<file path="config.mk">
export PLATFORM = sky130hd
export DESIGN_NAME = sdram_burst_sched
export DESIGN_NICKNAME = d
export VERILOG_FILES = /design/src/rtl/sdram_burst_sched.sv
export SDC_FILE = /design/constraint.sdc
export NUM_CORES = 2
export LEC_CHECK = 0
export ABC_AREA = 0
export CAP_MARGIN = 5
export CORE_MARGIN = 4
export CORE_UTILIZATION = 50
export CTS_BUF_LIST = sky130_fd_sc_hd__clkbuf_8
export DETAILED_ROUTE_END_ITERATION = 8
export PLACE_DENSITY_LB_ADDON = 0.25
export SETUP_SLACK_MARGIN = 0.02
export SKIP_LAST_GASP = 1
export SYNTH_ARGS = -nofsm -noshare
export SYNTH_HDL_FRONTEND = slang
export SYNTH_SLANG_ARGS = --single-unit
</file>
<file path="constraint.sdc">
create_clock -name clk -period 11.1 [get_ports clk]
set_input_delay 2.775 -clock clk [delete_from_list [all_inputs] [get_ports clk]]
set_output_delay 2.775 -clock clk [all_outputs]
set_load 0.02 [all_outputs]
</file>
<file path="src/rtl/sdram_burst_sched.sv">
// Round-robin burst scheduler: per-channel wrapping address windows, one burst per grant, 1-cycle select latency from IDLE.
// Request is held stable until burst_ack; the next arbitration happens one IDLE cycle after burst_done.
module sdram_burst_sched #(
    parameter int                CH_NUM     = 4,
    parameter int                ADDR_W     = 24,
    parameter int                LEN_W      = 10,
    parameter int                CNT_W      = 10,
    parameter int                FIFO_DEPTH = 512,
    parameter logic [CH_NUM-1:0] CH_DIR     = 4'b0011
) (
    input  logic                        clk,
    input  logic                        rst_n,
    input  logic [CH_NUM-1:0]           ch_en,
    input  logic [CH_NUM-1:0]           ch_addr_rst,
    input  logic [CH_NUM*CNT_W-1:0]     ch_fifo_cnt,
    input  logic [CH_NUM*ADDR_W-1:0]    ch_beg_addr,
    input  logic [CH_NUM*ADDR_W-1:0]    ch_end_addr,
    input  logic [CH_NUM*LEN_W-1:0]     ch_burst_len,
    output logic                        burst_req,
    output logic                        burst_wr,
    output logic [$clog2(CH_NUM)-1:0]   burst_ch,
    output logic [ADDR_W-1:0]           burst_addr,
    output logic [LEN_W-1:0]            burst_len,
    input  logic                        burst_ack,
    input  logic                        burst_done,
    output logic [CH_NUM-1:0]           ch_grant
);

    localparam int          CH_W    = $clog2(CH_NUM);
    localparam int          AW1     = ADDR_W + 1;
    localparam logic [31:0] DEPTH_U = 32'(FIFO_DEPTH);

    localparam logic [1:0] ST_IDLE = 2'd0;
    localparam logic [1:0] ST_REQ  = 2'd1;
    localparam logic [1:0] ST_BUSY = 2'd2;

    logic [ADDR_W-1:0] beg_a [CH_NUM];
    logic [ADDR_W-1:0] end_a [CH_NUM];
    logic [LEN_W-1:0]  len_a [CH_NUM];
    logic [CNT_W-1:0]  cnt_a [CH_NUM];

    always_comb begin
        for (int i = 0; i < CH_NUM; i++) begin
            beg_a[i] = ch_beg_addr[i*ADDR_W +: ADDR_W];
            end_a[i] = ch_end_addr[i*ADDR_W +: ADDR_W];
            len_a[i] = ch_burst_len[i*LEN_W +: LEN_W];
            cnt_a[i] = ch_fifo_cnt[i*CNT_W +: CNT_W];
        end
    end

    logic [1:0]        state_q, state_d;
    logic [CH_W-1:0]   rr_ptr_q, rr_ptr_d;
    logic              init_q, init_d;
    logic [ADDR_W-1:0] ptr_q [CH_NUM];
    logic [ADDR_W-1:0] ptr_d [CH_NUM];
    logic [CH_NUM-1:0] pend_q, pend_d;
    logic              burst_req_q, burst_req_d;
    logic              burst_wr_q, burst_wr_d;
    logic [CH_W-1:0]   burst_ch_q, burst_ch_d;
    logic [ADDR_W-1:0] burst_addr_q, burst_addr_d;
    logic [LEN_W-1:0]  burst_len_q, burst_len_d;
    logic [CH_NUM-1:0] grant_q, grant_d;
    logic [ADDR_W-1:0] win_beg_q, win_beg_d;
    logic [ADDR_W-1:0] win_end_q, win_end_d;

    // Window room and length are computed one bit wider so a window ending at the top address cannot overflow.
    logic [CH_NUM-1:0] in_win;
    logic [CH_NUM-1:0] space_ok;
    logic [CH_NUM-1:0] elig;
    logic [AW1-1:0]    room    [CH_NUM];
    logic [LEN_W-1:0]  eff_len [CH_NUM];

    always_comb begin
        for (int i = 0; i < CH_NUM; i++) begin
            in_win[i]  = (beg_a[i] <= end_a[i]) && (ptr_q[i] >= beg_a[i]) && (ptr_q[i] <= end_a[i]);
            room[i]    = AW1'(end_a[i]) - AW1'(ptr_q[i]) + AW1'(1);
            eff_len[i] = (AW1'(len_a[i]) < room[i]) ? len_a[i] : room[i][LEN_W-1:0];
            if (CH_DIR[i]) begin
                space_ok[i] = 32'(cnt_a[i]) >= 32'(eff_len[i]);
            end else begin
                space_ok[i] = (32'(cnt_a[i]) + 32'(eff_len[i])) <= DEPTH_U;
            end
            elig[i] = init_q && (state_q == ST_IDLE) && ch_en[i] && !ch_addr_rst[i]
                      && (len_a[i] != '0) && in_win[i] && space_ok[i];
        end
    end

    logic            found;
    logic [CH_W-1:0] pick;
    int              idx;

    always_comb begin
        found = 1'b0;
        pick  = '0;
        idx   = 0;
        for (int k = 0; k < CH_NUM; k++) begin
            idx = int'(rr_ptr_q) + k;
            if (idx >= CH_NUM) begin
                idx = idx - CH_NUM;
            end
            if (!found && elig[CH_W'(idx)]) begin
                found = 1'b1;
                pick  = CH_W'(idx);
            end
        end
    end

    logic [AW1-1:0] adv;

    always_comb begin
        state_d      = state_q;
        rr_ptr_d     = rr_ptr_q;
        init_d       = 1'b1;
        pend_d       = pend_q;
        burst_req_d  = burst_req_q;
        burst_wr_d   = burst_wr_q;
        burst_ch_d   = burst_ch_q;
        burst_addr_d = burst_addr_q;
        burst_len_d  = burst_len_q;
        grant_d      = grant_q;
        win_beg_d    = win_beg_q;
        win_end_d    = win_end_q;
        adv          = AW1'(ptr_q[burst_ch_q]) + AW1'(burst_len_q);

        // A reload on the granted channel is deferred so the in-flight burst keeps a consistent pointer.
        for (int i = 0; i < CH_NUM; i++) begin
            ptr_d[i] = ptr_q[i];
            if (!init_q || ((state_q == ST_IDLE) && (ch_addr_rst[i] || !in_win[i]))) begin
                ptr_d[i] = beg_a[i];
            end else if ((state_q != ST_IDLE) && ch_addr_rst[i]) begin
                if (grant_q[i]) begin
                    pend_d[i] = 1'b1;
                end else begin
                    ptr_d[i] = beg_a[i];
                end
            end
        end

        case (state_q)
            ST_IDLE: begin
                if (found) begin
                    burst_ch_d    = pick;
                    burst_addr_d  = ptr_q[pick];
                    burst_len_d   = eff_len[pick];
                    burst_wr_d    = CH_DIR[pick];
                    grant_d       = '0;
                    grant_d[pick] = 1'b1;
                    win_beg_d     = beg_a[pick];
                    win_end_d     = end_a[pick];
                    burst_req_d   = 1'b1;
                    state_d       = ST_REQ;
                end
            end
            ST_REQ: begin
                if (burst_ack) begin
                    burst_req_d = 1'b0;
                    state_d     = ST_BUSY;
                end
            end
            ST_BUSY: begin
                if (burst_done) begin
                    if (pend_q[burst_ch_q] || ch_addr_rst[burst_ch_q]) begin
                        ptr_d[burst_ch_q] = beg_a[burst_ch_q];
                    end else if (adv > {1'b0, win_end_q}) begin
                        ptr_d[burst_ch_q] = win_beg_q;
                    end else begin
                        ptr_d[burst_ch_q] = adv[ADDR_W-1:0];
                    end
                    pend_d   = '0;
                    grant_d  = '0;
                    rr_ptr_d = (burst_ch_q == CH_W'(CH_NUM - 1)) ? '0 : burst_ch_q + 1'b1;
                    state_d  = ST_IDLE;
                end
            end
            default: begin
                state_d = ST_IDLE;
            end
        endcase
    end

    always_ff @(posedge clk or negedge rst_n) begin
        if (!rst_n) begin
            state_q      <= ST_IDLE;
            rr_ptr_q     <= '0;
            init_q       <= 1'b0;
            pend_q       <= '0;
            burst_req_q  <= 1'b0;
            burst_wr_q   <= 1'b0;
            burst_ch_q   <= '0;
            burst_addr_q <= '0;
            burst_len_q  <= '0;
            grant_q      <= '0;
            win_beg_q    <= '0;
            win_end_q    <= '0;
            for (int i = 0; i < CH_NUM; i++) begin
                ptr_q[i] <= '0;
            end
        end else begin
            state_q      <= state_d;
            rr_ptr_q     <= rr_ptr_d;
            init_q       <= init_d;
            pend_q       <= pend_d;
            burst_req_q  <= burst_req_d;
            burst_wr_q   <= burst_wr_d;
            burst_ch_q   <= burst_ch_d;
            burst_addr_q <= burst_addr_d;
            burst_len_q  <= burst_len_d;
            grant_q      <= grant_d;
            win_beg_q    <= win_beg_d;
            win_end_q    <= win_end_d;
            for (int i = 0; i < CH_NUM; i++) begin
                ptr_q[i] <= ptr_d[i];
            end
        end
    end

    assign burst_req  = burst_req_q;
    assign burst_wr   = burst_wr_q;
    assign burst_ch   = burst_ch_q;
    assign burst_addr = burst_addr_q;
    assign burst_len  = burst_len_q;
    assign ch_grant   = grant_q;

    a_grant_onehot: assert property (@(posedge clk) disable iff (!rst_n) $onehot0(grant_q));
    a_req_in_req:   assert property (@(posedge clk) disable iff (!rst_n) burst_req_q == (state_q == ST_REQ));

endmodule

</file>
==> results.py <==
metrics = {
    "status": {
        "outcome": "finished, final reports clean",
    },
    "power_and_ir_drop": {
        "power.density_nw_per_um2": 168,
        "ir_worst_vdd_mv": 0.135,
        "power.static_leakage_nw": 17.6,
    },
    "global_routing": {
        "gr-usage-all-layers_pct": 36.7,
        "grt_pass1_wl_um": 177000,
        "antenna_found_initial": 1,
        "grt_max_degree": 71,
        "grt-ovfl-total": 0,
        "grt_pass1_vias": 29600,
    },
    "routing": {
        "drc_errors": 0,
        "dr.pass1.iters": 7,
        "drt_iter0_drc": 3280,
        "dr_wl_met2_um": 51800,
        "wirelength_um": 122000,
        "vias": 31300,
        "wl_met3_um": 15100,
        "wl_met1_um": 49300,
        "via_per_inst": 6.23,
        "routed.top_layer": "met4",
        "wl_per_cell_um": 24.2,
        "drtAntennaViolNets": 0,
    },
    "logic_synthesis": {
        "synth.avg_cell_area_um2": 7.97,
        "async_flop_share_pct": 100,
        "syn_area_um2": 29500,
        "syn_inst": 3707,
        "synth_edf_count": 0,
        "ys_ff_latch": 195,
        "ys_seq_area_share_pct": 16.5,
        "yosysUniqueCellTypes": 85,
        "syn-num-nets": 4594,
        "yosysWarningCount": 0,
        "synth_ff_type": "dfrtp_1",
    },
    "critical_path": {
        "endpoint_kind": "register",
        "cp.required_ns": 11.51,
        "path_max_fanout": 8,
        "cp.arrival_ns": 11.29,
        "cp-start-kind": "input port",
        "crit_path_max_incr_delay_ns": 0.52,
        "cp_slowest_cell": "clkdlybuf4s50_1",
        "worst-setup-path-type": "input port to register",
    },
    "place": {
        "dpl.hpwl_um": 103000,
        "gp_congestion": 1.02,
        "placed_area_um2": 35700,
        "io_buffers": 325,
        "post-place-ws_ns": -0.740,
    },
    "floorplanning": {
        "die_h_um": 251,
        "core_um2": 58100,
        "io_pins": 326,
        "start_util_pct": 50.8,
        "die_area_um2": 63000,
        "fp-row-count": 88,
        "fp.dieW_um": 251,
    },
    "clock_network": {
        "clockBufferDepth": 2,
        "htree_levels": 4,
        "clk_pin_slew_ns": 0.10,
        "cts_root_buffer": "clkbuf_8",
        "numCtsBuffers": 17,
        "cts_sinks": 195,
        "clock_latency_ns": 0.53,
        "tritoncts": "yes",
    },
    "timing": {
        "fin_ws_ns": 0.222,
        "whs_ns": 0.500,
        "period_share_pct": 98.0,
        "tightest_slew_ns": 1.25,
        "fin_skew_ns": 0.0171,
        "setup-violations-final": 0,
        "slew_violations": 0,
        "hold_viol": 0,
        "fin_crit_ns": 10.88,
        "fmax_mhz": 91.9,
        "maxSlewHeadroom_pct": 15.9,
    },
    "layout": {
        "multi_input_area_um2": 23100,
        "fillers": 5194,
        "fin_util_pct": 63.4,
        "fin_nets": 5135,
        "register_area_um2": 4880,
        "drive_gt1_share_pct": 13.3,
        "postLayoutCellArea_um2": 36800,
        "area_growth_syn_to_layout_pct": 24.7,
    },
    "flow_run": {
        "drv_cap": 0,
    },
    "min_path": {
        "hold_path.class": "register to register",
    },
}
## sequential cells by signal (all words and copies together) (netlist names), 2 cells and up
signal      flops
win_beg_q      24
ch_grant        4
win_end_q      24
ptr_q          96
rr_ptr_q        2
burst_len      10
state_q         2
burst_addr     24
pend_q          4
burst_ch        2
## synthesized netlist by cell type (49+ instances only)
master	instances	area, µm²
mux2i_1	90	901
nand3_1	62	310
o21a_1	61	458
mux2_2	73	822
clkbuf_1	93	349
nor2_1	220	826
inv_1	406	1520
dfrtp_1	195	4880
o21ai_0	349	1750
nand2_1	393	1480
nand4_1	74	463
a21o_1	67	503
a21oi_1	279	1400
o211ai_1	49	368
ha_1	594	7430
a221oi_1	52	455
## worst max-delay path, delay by kind of cell
family | cells | cell delay [ns]
compound gates | 17 | 3.60
xor+xnor | 1 | 0.16
fa+ha+maj | 5 | 1.11
buf+inv | 14 | 2.17
mux | 2 | 0.56
simple gates | 6 | 0.87
## worst paths after layout
| kind | cells past startpoint | from | end | slack (ns) |
|---|---|---|---|---|
| worst max-delay path | 45 | ch_end_addr[73] | win_end_q[19] | 0.22 |
| worst max register to register | 38 | ptr_q[25] | win_end_q[19] | 2.30 |
| worst min-delay path | 2 | burst_req | burst_req | 0.50 |
| max in group asynchronous | 2 | rst_n | burst_ch[0] | 7.46 |
| min in group asynchronous | 1 | rst_n | ptr_q[70] | 2.25 |
| worst min register to register | 2 | burst_req | burst_req | 0.50 |
## kinds of logic after synthesis
| logic type | count (synthesis) | synth area share, % |
|---|---|---|
| DFF | 195 | 16.5 |
| adders and majority gates | 603 | 25.8 |
| xor gates and xnor gates | 82 | 2.43 |
| buffers and inverters | 533 | 6.90 |
| and+or+nand+nor | 992 | 15.7 |
| AOI/OAI and AO/OA | 1090 | 23.1 |
| other | 1 | 0.0127 |
| muxes | 211 | 9.49 |
## area by class of cell
type	instances	area share, %
clock buffers	19	0.710
diodes	1	0.00679
inverters	407	4.15
clock inverters	12	0.424
multi-input cells	2979	62.7
flip-flops and latches	195	13.3
well taps	765	2.60
repair buffers	648	16.1
## per-layer routing
layer	GRT usage, %	up-vias
met5	0	-
met4	13.6	0
met3	9.99	218
met2	55.8	1680
met1	50.1	14800
li1	-	14500
## placed cells by master, fill, tap and decap left out, types with 74 or more instances in the layout
cell type / netlist / routed
nand4_1: 74 / 74
clkdlybuf4s50_1: 0 / 319
nor2_1: 220 / 218
o21ai_0: 349 / 347
inv_1: 406 / 408
dfrtp_1: 195 / 193
a21oi_1: 279 / 275
buf_4: 5 / 303
ha_1: 594 / 585
nand2_1: 393 / 393
## through the flow
step           instances  TNS [ns]  total power, mW
2_1_floorplan       3707         0             3.81
3_3_place_gp        4973    -34.78             5.44
3_5_place_dp        4973    -49.92             5.47
4_1_cts             5006         0             6.01
5_1_grt             5026    -0.149             6.60
6_report            5026         0             6.20
## power by group
group	switching (mW)	leakage [nW]	total, mW	internal [mW]
registers	0.338	2.33	1.27	0.930
clock network	0.287	0.212	0.521	0.235
logic	2.56	15.1	4.41	1.85
## what timing repair did
item                                   in CTS  in global routing
pin swaps                                   2                 32
endpoints found under the hold margin       0                  0
setup buffers                               2                 17
setup endpoints to repair                  69                 90
hold buffers                                0                  0
resized for setup                           6                 83
gates cloned                                0                  2
Note: power is estimated with default switching activity, not from simulation.
